File: config.mk
export PLATFORM = sky130hd
export DESIGN_NAME = sha_mem_port_arbiter
export DESIGN_NICKNAME = d
export VERILOG_FILES = /design/src/rtl/sha_mem_port_arbiter.sv
export SDC_FILE = /design/constraint.sdc
export NUM_CORES = 1
export LEC_CHECK = 0
export BUFFER_PORTS_ARGS = -buffer_cell sky130_fd_sc_hd__buf_2
export CAP_MARGIN = 20
export CORE_AREA = 5 5 123 125
export DETAILED_ROUTE_END_ITERATION = 16
export DIE_AREA = 0 0 128 130
export PLACE_DENSITY = 0.73
export SETUP_SLACK_MARGIN = 0.2
export SLEW_MARGIN = 10
export SYNTH_ARGS = -nofsm -noshare
export SYNTH_HDL_FRONTEND = slang
export SYNTH_SLANG_ARGS = --single-unit
File: constraint.sdc
create_clock -name clk -period 1.7 [get_ports clk]
set_input_delay 0.34 -clock clk [delete_from_list [all_inputs] [get_ports clk]]
set_output_delay 0.34 -clock clk [all_outputs]
set_load 0.01 [all_outputs]
File: src/rtl/sha_mem_port_arbiter.sv
// Purpose: round-robin arbiter sharing one synchronous memory port among NUM_REQ hash cores, with burst locking.
// Latency: grant 1 cycle after req, mem_* registered 1 cycle after a beat, rvalid/rdata 2 cycles after a read beat.
// Backpressure: a core holds req until gnt&req (its beat); ARB_FIXED_PRIORITY_EN selects lowest-index-wins arbitration.
module sha_mem_port_arbiter #(
   parameter int NUM_REQ   = 4,
   parameter int ADDR_W    = 16,
   parameter int DATA_W    = 32,
   parameter int MAX_BURST = 16
) (
   input  logic                        clk,
   input  logic                        reset,
   input  logic [NUM_REQ-1:0]          req,
   input  logic [NUM_REQ-1:0]          req_lock,
   input  logic [NUM_REQ-1:0]          req_we,
   input  logic [NUM_REQ*ADDR_W-1:0]   req_addr,
   input  logic [NUM_REQ*DATA_W-1:0]   req_wdata,
   output logic [NUM_REQ-1:0]          gnt,
   output logic [NUM_REQ-1:0]          rvalid,
   output logic [DATA_W-1:0]           rdata,
   output logic                        mem_clk,
   output logic                        mem_we,
   output logic [ADDR_W-1:0]           mem_addr,
   output logic [DATA_W-1:0]           mem_write_data,
   input  logic [DATA_W-1:0]           mem_read_data
);

   localparam int OW = (NUM_REQ > 1) ? $clog2(NUM_REQ) : 1;
   localparam int BW = (MAX_BURST > 1) ? $clog2(MAX_BURST) : 1;

   typedef enum logic {IDLE, OWN} state_t;

   state_t              state, state_nxt;
   logic [OW-1:0]       owner;
   logic [OW-1:0]       ptr;
   logic [OW-1:0]       winner;
   logic [OW-1:0]       srch_idx;
   int                  srch_sum;
   logic                found;
   logic                any_req;
   logic [BW-1:0]       beat_cnt;
   logic                beat;
   logic                release_now;
   logic [OW-1:0]       ptr_after;
   logic                rd_vld1;
   logic [OW-1:0]       rd_tag1;

   logic [ADDR_W-1:0]   addr_arr  [NUM_REQ];
   logic [DATA_W-1:0]   wdata_arr [NUM_REQ];

   // Unflatten the per-core address/data buses so the owner can select by index
   for (genvar i = 0; i < NUM_REQ; i++) begin : g_unpack
      assign addr_arr[i]  = req_addr[i*ADDR_W +: ADDR_W];
      assign wdata_arr[i] = req_wdata[i*DATA_W +: DATA_W];
   end

   assign mem_clk = clk;
   assign rdata   = mem_read_data;
   assign any_req = |req;

   // Winner search: first requester at or after ptr, wrapping; ptr stays 0 in fixed-priority builds
   always_comb begin
      winner   = ptr;
      found    = 1'b0;
      srch_sum = 0;
      srch_idx = '0;
      for (int k = 0; k < NUM_REQ; k++) begin
         srch_sum = int'(ptr) + k;
         if (srch_sum >= NUM_REQ) srch_sum = srch_sum - NUM_REQ;
         srch_idx = OW'(srch_sum);
         if (!found && req[srch_idx]) begin
            winner = srch_idx;
            found  = 1'b1;
         end
      end
   end

   // State register
   always_ff @(posedge clk) begin
      if (reset) state <= IDLE;
      else       state <= state_nxt;
   end

   // Next-state: one arbitration cycle in IDLE, stay in OWN until released
   always_comb begin
      state_nxt = state;
      case (state)
         IDLE:    if (any_req)     state_nxt = OWN;
         OWN:     if (release_now) state_nxt = IDLE;
         default: state_nxt = IDLE;
      endcase
   end

   // FSM outputs: beat when the owner is requesting; release on unlock, burst limit or owner withdrawal
   always_comb begin
      beat        = (state == OWN) && req[owner];
      release_now = (state == OWN) &&
                    (!req[owner] || !req_lock[owner] || (beat_cnt == BW'(MAX_BURST - 1)));
      ptr_after   = (owner == OW'(NUM_REQ - 1)) ? '0 : owner + 1'b1;
   end

   // Grant, burst counter, rr pointer and registered memory pins
   always_ff @(posedge clk) begin
      if (reset) begin
         owner          <= '0;
         ptr            <= '0;
         beat_cnt       <= '0;
         gnt            <= '0;
         mem_we         <= 1'b0;
         mem_addr       <= '0;
         mem_write_data <= '0;
      end else begin
         mem_we <= beat && req_we[owner];
         if (beat) begin
            mem_addr       <= addr_arr[owner];
            mem_write_data <= wdata_arr[owner];
            beat_cnt       <= beat_cnt + 1'b1;
         end
         if (state == IDLE && any_req) begin
            owner    <= winner;
            gnt      <= {{(NUM_REQ-1){1'b0}}, 1'b1} << winner;
            beat_cnt <= '0;
         end
         if (release_now) begin
            gnt <= '0;
`ifdef ARB_FIXED_PRIORITY_EN
            ptr <= '0;
`else
            ptr <= ptr_after;
`endif
         end
      end
   end

   // Read tag pipe, independent of the FSM so rvalid survives a grant change
   always_ff @(posedge clk) begin
      if (reset) begin
         rd_vld1 <= 1'b0;
         rd_tag1 <= '0;
         rvalid  <= '0;
      end else begin
         rd_vld1 <= beat && !req_we[owner];
         rd_tag1 <= owner;
         rvalid  <= rd_vld1 ? ({{(NUM_REQ-1){1'b0}}, 1'b1} << rd_tag1) : '0;
      end
   end

endmodule

==> metrics.txt <==
synthesized cell area 3959 um2; setup TNS 0 ns; grt total ovfl 0; Hold WS 0.2989 ns; largest net degree at the start of global routing 32; first-pass GRT wire length 20070 um; CP delay by family, top multiplexers; stages on the worst setup path 6; routability cong. 0.7701; FMAX 0.6284 GHz; Core Util, Final 44.79%; Place WS 0.07037 ns; DRT iter0 DRCs 181; most frequent cell after synthesis nand2_1; drt pass-1 iters 4; power per cell area 902.0 nW/um2; CP required 2.07 ns; LEAKAGE 0.002733 uW; CP Data Arrival Time 1.96 ns; r2r endpoint mem_write_data[3]; worst path cell trace mux4_2 > nand2_4 > buf_12 > clkbuf_16 > nand2_1 > a21oi_1; fin worst setup slack 0.1087 ns; Final nets 881; Worst Setup Start Kind flop; top cells by area, synth dfxtp_1, mux4_2, nand2_1; Starting Density 28.74%; area leader, netlist dfxtp_1; Post-Route WL 14570 um; num ports 328; Die Y-Extent 130 um; CP Buf/Inv Count 2; Final min period 1.591 ns; Die Area 16640 um2; layout overhead on the synthesized area 55.82%; r2r setup slk 0.11 ns; outcome finished clean; worst reg2reg startpoint owner[0]; width of the die 128 um; Slew @ Worst Pin 0.4474 ns; Hold Path Class in -> reg; Core Rows 43; Worst-Skew Late Latency 0.45 ns; Yosys top cell area share 34.89%; Worst Skew 0.009355 ns; # DRC 0; synthesized flop and latch total 69; Syn Area/Cell 9.872 um2; CP endpoint kind flop; Vias 4004; Post-synth EDFFs 0; hold depth 3; async set-reset flop share out of synthesis 0%; TritonCTS clock tree yes; Setup CP Type reg -> reg; slew margin rel. 70.17%; ys flop type dfxtp_1; Final period util 93.60%; top cells by count, synth nand2_1, dfxtp_1, a21oi_1; initial antenna violation count 0; wire per inst 17.63 um; Worst VDD drop 0.0005258 V; cell area after layout 6168 um2; distinct cell type count after synthesis 35; Ys Warns 0; fraction of layout cells with a size suffix above 1 63.62%; Max Cap Violations 0; crit-path max cell delay 0.55 ns; crit path from owner[0]; Critical-path top delay cell mux4_2; syn_nets 641; Routed Antenna Nets 0; number of global-route vias before repair 4144; Worst R2R Path Depth 6; Hold Buf Count CTS 0; crit path capture mem_write_data[3]; final setup violation count 0; clock slew at reported path FFs 0.06 ns; Buffers on Ports 263; CP Max Fanout 7; placed standard-cell area 5291 um2; core area 13770 um2; final slew viol count 0; vias per std cell 4.847; Mapped Cells 401; dpl hpwl 10720 um; RSZ-0062 raised after global routing true; GRT Total Usage 15.56%; Hold Vio Cnt, Final 0; n_diodes 0; register area share after synthesis 34.89%
## worst min path at each step
stage | slack [ns] | start | endpoint
CTS | 0.28 | req_we[3] | rd_vld1
finish | 0.30 | req_we[3] | rd_vld1
global route | 0.29 | req_we[0] | rd_vld1
global placement | 0.44 | mem_write_data[28] | mem_write_data[28]
detailed placement | 0.44 | clk | mem_clk
floorplan | 0.43 | rd_tag1[1] | rvalid[0]
## flip-flops by register name, summed over array words and instances (netlist names)
name / cells
mem_write_data: 32
gnt: 4
state: 1
rd_vld1: 1
mem_addr: 16
rd_tag1: 2
mem_we: 1
ptr: 2
beat_cnt: 4
owner: 2
rvalid: 4
## kinds of logic (layout without fill, tap and decap cells)
family | Yosys count | in the layout | synth area share, %
muxes | 52 | 52 | 29.27
xor gates and xnor gates | 3 | 3 | 0.6638
AOI/OAI and AO/OA | 65 | 65 | 8.597
adders and majority gates | 2 | 2 | 0.6320
and+or+nand+nor | 144 | 144 | 15.55
DFF | 69 | 69 | 34.89
buffers and inverters | 66 | 311 | 10.40
## report_power, final
group          internal [uW]  switching, uW
sequential              1720           67.2
combinational            749            596
clock                   1630            795
total                   4110           1460
## routing by layer
layer	track usage (%)	up-vias	wire, um
li1	-	1880	-
met1	17.14	1904	5448
met2	26.59	192	7725
met3	5.117	28	1105
met4	8.552	0	286
met5	0	-	0
## final cells by class
cell class / count / area (um2)
clock inverters: 7 / 100.1
clock buffers: 13 / 311.5
flip-flops and latches: 69 / 1386
fillers: 1374 / 7605
well taps: 180 / 225.2
multi-input cells: 266 / 2364
inverters: 2 / 7.507
repair buffers: 289 / 1774
## worst min-delay path, cell delays in order
cell and delay, ns:
buf_2 0.07, mux4_2 0.25, nor3_2 0.04
## layout by cell type (no fill, tap or decap), types with 8 or more instances in the layout
cell type and count:
a21oi_1 31, a21oi_2 28, buf_12 9, buf_2 262, clkbuf_16 18, dfxtp_1 67, mux4_2 51, nand2_1 101
nand2_2 8
## stage by stage
| step | power [uW] | cells |
|---|---|---|
| CTS | 5474 | 816 |
| floorplan | 2597 | 401 |
| detailed placement | 2985 | 792 |
| global route | 5847 | 826 |
| finish | 5564 | 826 |
| global placement | 2964 | 792 |
## what timing repair did
action	CTS	global route
gates cloned	1	8
resized for setup	6	49
setup endpoints to repair	58	62
pin swaps	4	20
buffers inserted	4	2
No activity file was read; power rests on OpenSTA's default activity.
